<file path="config.mk">
export PLATFORM = sky130hd
export DESIGN_NAME = reset_sequencer_flat
export DESIGN_NICKNAME = d
export VERILOG_FILES = /design/src/rtl/reset_seq_pkg.sv /design/src/rtl/reset_sequencer_if.sv /design/src/rtl/reset_sequencer_sync_2ff.sv /design/src/rtl/reset_sequencer.sv /design/src/flat_wrapper.sv
export SDC_FILE = /design/constraint.sdc
export NUM_CORES = 1
export LEC_CHECK = 0
export ABC_AREA = 1
export CAP_MARGIN = 10
export CORE_ASPECT_RATIO = 0.6
export CORE_MARGIN = 2
export CORE_UTILIZATION = 45
export DETAILED_ROUTE_END_ITERATION = 10
export PLACE_DENSITY = 0.65
export SYNTH_ARGS = -nofsm -noshare
export SYNTH_HDL_FRONTEND = slang
export SYNTH_SLANG_ARGS = --single-unit
</file>
<file path="constraint.sdc">
create_clock -name clk -period 1.84 [get_ports clk]
set_input_delay 0.368 -clock clk [delete_from_list [all_inputs] [get_ports clk]]
set_output_delay 0.368 -clock clk [all_outputs]
set_load 0.03 [all_outputs]
</file>
<file path="src/rtl/reset_seq_pkg.sv">
// Shared definitions for the staged reset sequencer: FSM encoding, default timing, width helper.
package reset_seq_pkg;

  localparam int ST_W     = 3;
  localparam int NSTG_DEF = 4;
  localparam int DLY_DEF  = 16;
  localparam int TMO_DEF  = 4095;

  typedef enum logic [ST_W-1:0] {
    HOLD     = 3'd0,
    SETTLE   = 3'd1,
    WAIT_ACK = 3'd2,
    DONE     = 3'd3,
    ERR      = 3'd4
  } seq_state_e;

  // Index width for n stages, never narrower than one bit.
  function automatic int idx_w(input int n);
    return (n > 1) ? $clog2(n) : 1;
  endfunction

endpackage

</file>
<file path="src/rtl/reset_sequencer_if.sv">
// Control/status bundle between the reset sequencer (master) and the subsystems it releases (slave).
interface reset_sequencer_if
  import reset_seq_pkg::*;
#(
  parameter int NSTG = NSTG_DEF
);
  localparam int ESW = idx_w(NSTG);

  logic            pll_lock;
  logic            soft_req;
  logic [NSTG-1:0] stg_ack;
  logic [NSTG-1:0] stg_rst;
  logic            done;
  logic            err;
  logic [ESW-1:0]  err_stg;

  modport master (
    input  pll_lock, soft_req, stg_ack,
    output stg_rst, done, err, err_stg
  );

  modport slave (
    output pll_lock, soft_req, stg_ack,
    input  stg_rst, done, err, err_stg
  );
endinterface

</file>
<file path="src/rtl/reset_sequencer_sync_2ff.sv">
// Two-flop single-bit synchronizer, resets to 0; reusable for any asynchronous level input.
module sync_2ff (
  input  logic clk,
  input  logic rst,
  input  logic d,
  output logic q
);
  logic meta;

  always_ff @(posedge clk or posedge rst) begin
    if (rst) begin
      meta <= 1'b0;
      q    <= 1'b0;
    end else begin
      // NOTE: non-blocking keeps meta and q as two distinct flops; blocking would collapse the chain.
      meta <= d;
      q    <= meta;
    end
  end
endmodule

</file>
<file path="src/rtl/reset_sequencer.sv">
// Staged reset controller: releases NSTG resets in order, gated by PLL lock and per-stage acks.
// Build option: define RESET_SEQ_TIMEOUT_EN to enable the per-stage ack timeout and the ERR state.
module reset_sequencer
  import reset_seq_pkg::*;
#(
  parameter int NSTG = NSTG_DEF,
  parameter int DLY  = DLY_DEF,
  parameter int TMO  = TMO_DEF
) (
  input  logic              clk,
  input  logic              rst,
  reset_sequencer_if.master bus
);
  localparam int IW   = idx_w(NSTG);
  localparam int CMAX = (DLY > TMO) ? DLY : TMO;
  localparam int CW   = $clog2(CMAX + 1);

  seq_state_e      state_q, state_d;
  logic [IW-1:0]   idx_q, idx_d;
  logic [CW-1:0]   cnt_q, cnt_d;
  logic [NSTG-1:0] stg_rst_q, stg_rst_d;
  logic            done_q, done_d;
  logic            err_q, err_d;
  logic [IW-1:0]   err_stg_q, err_stg_d;
  logic            lock_s;

  sync_2ff u_lock_sync (
    .clk (clk),
    .rst (rst),
    .d   (bus.pll_lock),
    .q   (lock_s)
  );

  always_comb begin
    // NOTE: every output of this block takes its held value first, so no path can infer a latch.
    state_d   = state_q;
    idx_d     = idx_q;
    cnt_d     = cnt_q;
    stg_rst_d = stg_rst_q;
    done_d    = done_q;
    err_d     = err_q;
    err_stg_d = err_stg_q;

    case (state_q)
      HOLD: begin
        stg_rst_d = '1;
        idx_d     = '0;
        cnt_d     = '0;
        done_d    = 1'b0;
        err_d     = 1'b0;
        err_stg_d = '0;
        if (lock_s) begin
          state_d = SETTLE;
          cnt_d   = CW'(DLY - 1);
        end
      end
      SETTLE: begin
        if (cnt_q == '0) begin
          stg_rst_d[idx_q] = 1'b0;
          state_d          = WAIT_ACK;
`ifdef RESET_SEQ_TIMEOUT_EN
          cnt_d            = CW'(TMO - 1);
`else
          cnt_d            = '0;
`endif
        end else begin
          cnt_d = cnt_q - CW'(1);
        end
      end
      WAIT_ACK: begin
        // An ack on the final edge of the timeout window still counts.
        if (bus.stg_ack[idx_q]) begin
          if (idx_q == IW'(NSTG - 1)) begin
            state_d = DONE;
            done_d  = 1'b1;
          end else begin
            idx_d   = idx_q + IW'(1);
            state_d = SETTLE;
            cnt_d   = CW'(DLY - 1);
          end
        end
`ifdef RESET_SEQ_TIMEOUT_EN
        else if (cnt_q == '0) begin
          state_d   = ERR;
          err_d     = 1'b1;
          err_stg_d = idx_q;
        end else begin
          cnt_d = cnt_q - CW'(1);
        end
`endif
      end
      DONE: ;
`ifdef RESET_SEQ_TIMEOUT_EN
      ERR: ;
`endif
      default: state_d = HOLD;
    endcase

    // Restart overrides any ack or timeout decided above.
    if (bus.soft_req || (!lock_s && state_q != HOLD)) begin
      state_d   = HOLD;
      idx_d     = '0;
      cnt_d     = '0;
      stg_rst_d = '1;
      done_d    = 1'b0;
      err_d     = 1'b0;
      err_stg_d = '0;
    end
  end

  always_ff @(posedge clk or posedge rst) begin
    if (rst) begin
      state_q   <= HOLD;
      idx_q     <= '0;
      cnt_q     <= '0;
      stg_rst_q <= '1;
      done_q    <= 1'b0;
      err_q     <= 1'b0;
      err_stg_q <= '0;
    end else begin
      state_q   <= state_d;
      idx_q     <= idx_d;
      cnt_q     <= cnt_d;
      stg_rst_q <= stg_rst_d;
      done_q    <= done_d;
      err_q     <= err_d;
      err_stg_q <= err_stg_d;
    end
  end

  assign bus.stg_rst = stg_rst_q;
  assign bus.done    = done_q;
  assign bus.err     = err_q;
  assign bus.err_stg = err_stg_q;

endmodule
</file>
<file path="src/flat_wrapper.sv">
// flat-port wrapper written by rule: the top's interface ports become plain ports
module reset_sequencer_flat import reset_seq_pkg::*;
#(
  parameter int NSTG = NSTG_DEF,
  parameter int DLY  = DLY_DEF,
  parameter int TMO  = TMO_DEF
)
  (clk, rst, bus_pll_lock, bus_soft_req, bus_stg_ack, bus_stg_rst, bus_done, bus_err, bus_err_stg);
  reset_sequencer_if #(.NSTG(NSTG)) bus_i ();
  input  logic clk;
  input  logic rst;
  input wire logic [$bits(bus_i.pll_lock)-1:0] bus_pll_lock;
  input wire logic [$bits(bus_i.soft_req)-1:0] bus_soft_req;
  input wire logic [$bits(bus_i.stg_ack)-1:0] bus_stg_ack;
  output wire logic [$bits(bus_i.stg_rst)-1:0] bus_stg_rst;
  output wire logic [$bits(bus_i.done)-1:0] bus_done;
  output wire logic [$bits(bus_i.err)-1:0] bus_err;
  output wire logic [$bits(bus_i.err_stg)-1:0] bus_err_stg;
  assign bus_i.pll_lock = bus_pll_lock;
  assign bus_i.soft_req = bus_soft_req;
  assign bus_i.stg_ack = bus_stg_ack;
  assign bus_stg_rst = bus_i.stg_rst;
  assign bus_done = bus_i.done;
  assign bus_err = bus_i.err;
  assign bus_err_stg = bus_i.err_stg;
  reset_sequencer #(.NSTG(NSTG), .DLY(DLY), .TMO(TMO)) u_core (.clk(clk), .rst(rst), .bus(bus_i));
endmodule
</file>
==> flow_summary_export.csv, run 1 <==
group,metric,value,unit
floorplanning,ioPinCount,16,
clock_network,root_buffer,"clkbuf_8",
setup_path,crit_start,"u_core.state_q[1]$_DFFE_PP0P_",
yosys,ys_ff_latch,23,
setup_path,slowest_delay,0.42,ns
detailed_routing,drc,0,
setup_path,crit_top_cell,"nand2_4",
setup_path,critPathLaunchType,"flop",
clock_network,cts_max_level,1,
clock_network,numCtsBuffers,3,
floorplanning,dieArea,4208,sq um
detailed_routing,antenna_left,0,
setup_path,cp_max_fo,8,
grt,grt_pass1_vias,1245,
setup_path,r2r_cells,10,
grt,grt-ovfl-total,0,
setup_path,slowest_stage,"dfrtp_1",
grt,grt_pass1_wl,5940,um
setup_path,r2r-start,"u_core.state_q[1]$_DFFE_PP0P_",
grt,met1_usage,30.13,%
sta,fin_setup_tns,0,ns
floorplanning,rows,17,
placement,place.port_buffers,12,
layout,drive_above_1_share,18.43,%
yosys,synth_area,1660,sq um
placement,place_hpwl,2693,um
yosys,yosysSeqAreaShare,34.97,%
sta,setup_viol,0,
detailed_routing,post_drt_wl_per_cell,12.06,um
power,p_per_area,1517,nW/um^2
hold_path,hold_class,"flop to flop",
power,p_leak,1.023,nW
detailed_routing,routed_wl,3641,um
setup_path,crit_end,"u_core.cnt_q[7]$_DFFE_PP0P_",
grt,grt_max_degree,24,
setup_path,end_kind,"flop",
setup_path,crit_family,"simple AND/OR/NAND/NOR gates",
setup_path,required,2.06,ns
grt,grt_usage,19.09,%
setup_path,arrival,1.91,ns
grt,grt.met2_usage,24.33,%
clock_network,cts_tree,"done",
floorplanning,die_height,51.05,um
sta,final.min_clock_period,1.688,ns
sta,rsz0062_at_grt,"false",
job,cap_violations,0,
sta,final-hold-violation-count,0,
layout,final_cell_mix,"58 x nand2_1, 36 x inv_1, 19 x dfrtp_1",
grt,grt.busiest_layer,"met1",
setup_path,worstReg2RegEnd,"u_core.cnt_q[7]$_DFFE_PP0P_",
yosys,syn_area_per_cell,7.379,sq um
layout,syn_to_final_growth,20.27,%
floorplanning,core_area,3595,sq um
setup_path,critical_path_depth,10,
grt,antenna_found_initial,0,
yosys,synthDistinctLibCells,29,
clock_network,ctsLongestPathBuffers,2,
detailed_routing,num_vias,1441,
clock_network,cts.sinks,23,
clock_network,clk_pin_slew,0.09,ns
detailed_routing,vias_per_cell,4.772,
grt,gr-usage-met3,5.830,%
detailed_routing,drtPass1Iterations,4,
sta,fmax,592.3,MHz
power,vdd_drop_max,0.9244,mV
layout,fin_area,1997,sq um
yosys,synth_warnings,0,
yosys,synth_cells,225,
setup_path,cp_num_buf_inv,2,
detailed_routing,drt-initial-drc-count,107,
setup_path,setup.worst_path.class,"flop to flop",
setup_path,crit_chain,"inv_2, ha_4, nor2_4, nor3_4, nand3_4, nand2_4, inv_4, nand2_4, nand2_1, nor2_2",
floorplanning,initial_core_util,46.19,%
layout,fin_nets,275,
sta,fin_skew,0.004947,ns
setup_path,ff2ff_setup_slack,0.15,ns
layout,antenna_cells,0,
placement,gp_congestion,0.8579,
run_status,status,"completed",
placement,placed_cell_area,1927,sq um
sta,drv_slew,0,
clock_network,worstSkewPairLatency,0.28,ns
layout,layout_commonest_cell,"nand2_1",
sta,fin_crit_sh,91.75,%
floorplanning,die_x,82.42,um
-- metal layers --
metal | up-vias | wire length (um)
met3 | 4 | 247
met1 | 639 | 1940
li1 | 761 | -
met5 | - | 0
met2 | 37 | 1425
met4 | 0 | 27
-- cell families after synthesis --
logic type	share of synthesized area, %
flops	34.97
simple gates	36.02
fa+ha+maj	8.289
buf+inv	12.66
xor+xnor	1.055
other cells	0.2259
compound gates	6.782
-- through the flow --
step           setup WS, ns  power, mW  util, %  instances  hold WS, ns
2_1_floorplan        0.1820      2.154        -        227       0.3312
3_5_place_dp       -0.07050      2.643    53.60        296       0.3427
3_3_place_gp       -0.03640      2.634    53.60        296       0.3333
5_1_grt            0.007228      3.352    55.55        302       0.3718
6_report             0.1518      3.030    55.55        302       0.3589
4_1_cts             0.05865      2.975    54.72        300       0.3625
-- worst min path at each step --
stage                                      startpoint                             end  slack [ns]  cells past startpoint
finish              u_core.u_lock_sync.meta$_DFF_PP0_  u_core.u_lock_sync.q$_DFF_PP0_        0.36                      0
global route        u_core.u_lock_sync.meta$_DFF_PP0_  u_core.u_lock_sync.q$_DFF_PP0_        0.37                      0
global placement    u_core.u_lock_sync.meta$_DFF_PP0_  u_core.u_lock_sync.q$_DFF_PP0_        0.33                      0
detailed placement  u_core.u_lock_sync.meta$_DFF_PP0_  u_core.u_lock_sync.q$_DFF_PP0_        0.34                      0
CTS                 u_core.u_lock_sync.meta$_DFF_PP0_  u_core.u_lock_sync.q$_DFF_PP0_        0.36                      0
floorplan           u_core.u_lock_sync.meta$_DFF_PP0_  u_core.u_lock_sync.q$_DFF_PP0_        0.33                      0
-- power breakdown --
part | internal (mW) | switching, mW | total (mW) | leakage (nW)
Clock | 0.155 | 0.177 | 0.332 | 0.0228
Combinational | 0.754 | 1.22 | 1.98 | 0.704
Sequential | 0.634 | 0.0867 | 0.721 | 0.297
Total | 1.54 | 1.49 | 3.03 | 1.02
-- synth_stat cells (all sizes together) --
library cell	instances	share of area, %
clkinv	2	0.53
o211ai	1	0.45
nor2	24	7.7
dfstp	4	6.3
nor3	4	1.9
dfrtp	19	29
buf	5	2.7
ha	11	8.3
xor2	2	1.1
inv	41	9.4
nand3	21	7.7
nand3b	2	1.7
conb	1	0.23
o21ai	18	5.4
a21oi	3	0.90
nand4	7	2.6
nand2	60	14
-- layout make-up --
| cell class | instances | area (sq um) |
|---|---|---|
| Clock buffer | 4 | 45.04 |
| Fill cell | 344 | 1598 |
| Inverter | 43 | 165.2 |
| Multi-Input combinational cell | 157 | 899.6 |
| Sequential cell | 23 | 580.6 |
| Tap cell | 47 | 58.81 |
| Timing Repair Buffer | 28 | 247.7 |
-- flip-flops by register name, indices dropped and copies added (netlist names) --
name	flops
u_core.idx_q	2
u_core.bus.done	1
u_core.state_q	2
u_core.u_lock_sync.meta	1
u_core.u_lock_sync.q	1
u_core.bus.stg_rst	4
u_core.cnt_q	12
-- timing repair --
item | 4_1_cts | 5_1_grt
gates cloned | 0 | 1
setup endpoints to repair | 4 | 18
buffers inserted | 0 | 1
hold buffers | 0 | 0
resized for setup | 4 | 4
pin swaps | 0 | 2
No activity file was read; power rests on OpenSTA's default activity.
==> run 2: changes to the inputs <==
Settings changed: GPL_TIMING_DRIVEN from default to 0.
==> flow_summary_export.csv, run 2 (synthesis results as in run 1) <==
group,metric,value,unit
clock_network,hold_buffers,0,
floorplanning,dieArea,4208,sq um
setup_path,cp_max_fo,10,
floorplanning,rows,17,
floorplanning,core_area,3595,sq um
sta,final-hold-violation-count,0,
layout,final_cell_mix,"58 x nand2_1, 36 x inv_1, 18 x nand3_1, 18 x dfrtp_1, 14 x nor2_1",
placement,place_hpwl,2550,um
sta,tightestPinTransition,0.9124,ns
layout,syn_to_final_growth,18.16,%
hold_path,min_from,"u_core.u_lock_sync.meta$_DFF_PP0_",
setup_path,arrival,1.91,ns
placement,place.port_buffers,12,
layout,fillerInstances,336,
sta,relSlewSlack,39.10,%
sta,fmax,571.7,MHz
layout,fin_nets,269,
clock_network,ctsLongestPathBuffers,2,
hold_path,hold_class,"flop to flop",
layout,top_register,"u_core.cnt_q",
layout,drive_above_1_share,17.67,%
grt,grt_pass1_wl,5796,um
sta,fin_skew,0.007413,ns
placement,gp_congestion,0.8653,
power,cellInternalPower,1.477,mW
grt,antenna_found_initial,0,
placement,place_inst,286,
power,seqPwrFrac,25.1,%
power,p_clk_share,11.3,%
sta,setup_viol,0,
sta,fin_setup_tns,0,ns
sta,holdWs,0.3565,ns
clock_network,cts_tree,"done",
sta,fin_crit_sh,95.07,%
sta,drv_slew,0,
grt,grt-ovfl-total,0,
clock_network,worstSkewPairLatency,0.27,ns
detailed_routing,vias_per_cell,4.723,
clock_network,clk_pin_slew,0.09,ns
layout,layout_commonest_cell,"nand2_1",
layout,largest_reg_flops,12,
power,p_leak,1.002,nW
setup_path,required,2.00,ns
clock_network,cts.sinks,23,
floorplanning,die_height,51.05,um
layout,antenna_cells,0,
run_status,status,"completed",
setup_path,critPathLaunchType,"flop",
clock_network,root_buffer,"clkbuf_8",
detailed_routing,drtPass1Iterations,4,
setup_path,crit_start,"u_core.state_q[0]$_DFFE_PP0P_",
grt,grt_pass1_vias,1210,
sta,final.setup.worst_slack,0.09073,ns
job,cap_violations,0,
placement,dp_slack,-0.1134,ns
floorplanning,initial_core_util,46.19,%
power,switchingPower,1.440,mW
setup_path,setup.worst_path.class,"flop to flop",
floorplanning,ioPinCount,16,
detailed_routing,drc,0,
setup_path,end_kind,"flop",
detailed_routing,num_vias,1398,
grt,grt_max_degree,24,
clock_network,cts_max_level,1,
clock_network,numCtsBuffers,3,
power,p_per_area,1487,nW/um^2
detailed_routing,drt-initial-drc-count,118,
sta,final.min_clock_period,1.749,ns
sta,rsz0062_at_grt,"true",
power,power_switching_share,49.37,%
layout,fin_cells,296,
power,combPwrFrac,63.6,%
detailed_routing,post_drt_wl_per_cell,11.63,um
detailed_routing,routed_wl,3442,um
power,vdd_drop_max,0.7056,mV
layout,fin_util,54.58,%
setup_path,r2r-start,"u_core.state_q[0]$_DFFE_PP0P_",
grt,grt_usage,18.49,%
floorplanning,die_x,82.42,um
detailed_routing,antenna_left,0,
-- run 2: cell types whose count changed in the layout (fill, tap and decap cells not counted), sizes merged --
cell	delta
buf	-5
dlygate4sd2	-3
dlymetal6s2s	+3
nand3	-1
-- run 2: per-layer routing --
| metal | GRT usage, % | share of wire [%] | wire length (um) |
|---|---|---|---|
| met1 | 29.83 | 55 | 1885 |
| met2 | 23.39 | 38 | 1306 |
| met3 | 4.770 | 6.4 | 220 |
| met4 | 5.000 | 0.87 | 30 |
| met5 | 0 | 0 | 0 |
-- run 2: power groups by stage --
stage | Sequential, mW | Clock, mW | Combinational (mW)
2_1_floorplan | 0.738 | 0 | 1.42
3_3_place_gp | 0.737 | 0 | 1.75
4_1_cts | 0.728 | 0.334 | 1.78
6_report | 0.731 | 0.329 | 1.86
3_5_place_dp | 0.736 | 0 | 1.76
5_1_grt | 0.752 | 0.360 | 2.12
-- run 2: area by class of cell --
cell class	count	area, sq um	share of cell area [%]
sequential	23	581.8	29.66
tap	47	58.81	2.997
clock buffer	4	45.04	2.296
multi-input combinational	156	894.6	45.60
timing repair buffer	18	171.4	8.737
buffer	5	45.04	2.296
inverter	43	165.2	8.418
-- run 2: worst max-delay path, stage by stage (launching register included) --
cell and delay (ns):
dfrtp_2 0.45, inv_2 0.11, ha_2 0.23, inv_2 0.09
nor3_4 0.19, nand3_4 0.16, buf_6 0.18, nand3_1 0.08
nand2_1 0.05, nand2_1 0.07, nor2_2 0.03
-- run 2: final timing paths --
kind,to,slack (ns),cells past startpoint
worst min register to register,u_core.u_lock_sync.q$_DFF_PP0_,0.36,0
min in group asynchronous,u_core.cnt_q[6]$_DFFE_PP0P_,0.59,2
max in group asynchronous,u_core.state_q[0]$_DFFE_PP0P_,0.63,2
worst max register to register,u_core.cnt_q[10]$_DFFE_PP0P_,0.09,10
worst min-delay path,u_core.u_lock_sync.q$_DFF_PP0_,0.36,0
worst max-delay path,u_core.cnt_q[10]$_DFFE_PP0P_,0.09,10
-- run 2: per-stage QoR --
stage / instance area [sq um] / power, mW
4_1_cts: 1901 / 2.846
3_3_place_gp: 1847 / 2.485
6_report: 1962 / 2.917
5_1_grt: 1962 / 3.233
2_1_floorplan: 1668 / 2.154
3_5_place_dp: 1847 / 2.496
-- run 2: what timing repair did --
action                                  CTS  global route
resized for setup                         2             9
endpoints found under the setup margin   12            24
setup buffers                             1             5
pin swaps                                 1             2
==> run 3: changes to the inputs <==
Settings changed: CORE_UTILIZATION 45 to 57, PLACE_DENSITY 0.65 to 0.8.
==> flow_summary_export.csv, run 3 (synthesis results as in run 1) <==
group,metric,value,unit
setup_path,crit_start,"u_core.state_q[0]$_DFFE_PP0P_",
grt,grt_usage,21.60,%
floorplanning,dieArea,3375,sq um
detailed_routing,drtPass1Iterations,4,
grt,grt_pass1_vias,1223,
sta,fin_setup_tns,0,ns
sta,setup_viol,0,
placement,gp_congestion,0.8907,
layout,syn_to_final_growth,15.30,%
setup_path,crit_chain,"inv_2, ha_1, inv_2, nor3_4, nand3_4, buf_6, nand3_1, nand2_1, nand2_1, nor2_2",
layout,drive_above_1_share,15.85,%
detailed_routing,drc,0,
job,cap_violations,0,
sta,drv_slew,0,
grt,grt_pass1_wl,5506,um
layout,fin_cells,280,
sta,final.min_clock_period,1.793,ns
power,vdd_drop_max,0.8599,mV
floorplanning,core_area,2815,sq um
setup_path,arrival,1.95,ns
floorplanning,initial_core_util,58.98,%
sta,fmax,557.9,MHz
clock_network,numCtsBuffers,3,
floorplanning,ioPinCount,16,
layout,fin_nets,266,
placement,place_inst,273,
layout,largest_reg_flops,12,
clock_network,cts.sinks,23,
hold_path,min_from,"u_core.u_lock_sync.meta$_DFF_PP0_",
setup_path,slowest_delay,0.45,ns
floorplanning,die_x,73.68,um
run_status,status,"completed",
floorplanning,die_height,45.81,um
setup_path,r2r_cells,10,
setup_path,slowest_stage,"dfrtp_2",
clock_network,root_buffer,"clkbuf_8",
setup_path,r2r-start,"u_core.state_q[0]$_DFFE_PP0P_",
clock_network,cts_tree,"done",
setup_path,critPathLaunchType,"flop",
detailed_routing,routed_wl,3280,um
sta,fin_crit_sh,97.42,%
detailed_routing,antenna_left,0,
power,p_leak,0.9884,nW
layout,top_register,"u_core.cnt_q",
grt,grt-ovfl-total,0,
clock_network,ctsLongestPathBuffers,2,
layout,final_cell_mix,"58 x nand2_1, 36 x inv_1, 18 x nand3_1, 18 x dfrtp_1, 15 x nor2_1",
sta,relSlewSlack,42.50,%
setup_path,end_kind,"flop",
detailed_routing,post_drt_wl_per_cell,11.71,um
clock_network,clk_pin_slew,0.08,ns
placement,place.port_buffers,12,
layout,antenna_cells,0,
power,p_per_area,1502,nW/um^2
floorplanning,rows,15,
clock_network,worstSkewPairLatency,0.27,ns
setup_path,setup.worst_path.class,"flop to flop",
detailed_routing,drt-initial-drc-count,97,
sta,tightestPinTransition,0.8616,ns
detailed_routing,num_vias,1395,
layout,layout_commonest_cell,"nand2_1",
sta,final-hold-violation-count,0,
grt,antenna_found_initial,0,
grt,grt_max_degree,24,
sta,fin_skew,0.006847,ns
setup_path,cp_max_fo,10,
detailed_routing,vias_per_cell,4.982,
hold_path,hold_depth,0,
clock_network,cts_max_level,1,
placement,place_hpwl,2503,um
setup_path,required,2.00,ns
hold_path,hold_class,"flop to flop",
clock_network,hold_buffers,0,
[run 3: critical path: cells and delay by family (launching register included)]
family,cells,cell delay (ns)
adders and majority gates,1,0.25
buffers and inverters,3,0.39
DFF,1,0.45
and+or+nand+nor,6,0.59
[run 3: layout make-up]
type | instances | area (sq um)
fillers | 248 | 900.9
multi-input cells | 156 | 889.6
flip-flops and latches | 23 | 581.8
inverters | 43 | 165.2
repair buffers | 15 | 145.1
clock buffers | 4 | 45.04
plain buffers | 5 | 45.04
well taps | 34 | 42.54
[run 3: path summary, 6_finish.rpt]
check                                                  to  slack [ns]
max                          u_core.cnt_q[10]$_DFFE_PP0P_        0.05
min                        u_core.u_lock_sync.q$_DFF_PP0_        0.36
max reg2reg                  u_core.cnt_q[10]$_DFFE_PP0P_        0.05
min reg2reg                u_core.u_lock_sync.q$_DFF_PP0_        0.36
max in group asynchronous   u_core.state_q[0]$_DFFE_PP0P_        0.68
min in group asynchronous     u_core.cnt_q[3]$_DFFE_PP0P_        0.58
[run 3: repair_timing]
action,4_1_cts,5_1_grt
pin swaps,2,1
gates resized for setup,3,6
buffers inserted,1,2
hold endpoints to repair,0,0
endpoints found under the setup margin,7,22
[run 3: where the power goes]
part	total, mW	leakage, nW	internal, mW	switching (mW)
Sequential	0.732	0.296	0.636	0.0961
Combinational	1.82	0.670	0.668	1.16
Clock	0.320	0.0228	0.155	0.165
[run 3: stage by stage]
step           hold slack, ns  power, mW  utilization, %  instance area (sq um)  worst slack (ns)
4_1_cts                0.3604      2.817           66.89                   1883          0.005225
2_1_floorplan          0.3312      2.154               -                   1668            0.1820
3_3_place_gp           0.3332      2.451           65.02                   1831          -0.07564
6_report               0.3606      2.875           68.00                   1914           0.04744
5_1_grt                0.3726      3.185           68.00                   1914          -0.03057
3_5_place_dp           0.3411      2.483           65.02                   1831           -0.1031
[run 3: metal layers]
layer | part of all wire, % | GRT usage, %
met3 | 5.5 | 5.752
met2 | 41 | 31.07
met1 | 53 | 32.66
met4 | 0.27 | 3.636
met5 | 0 | 0
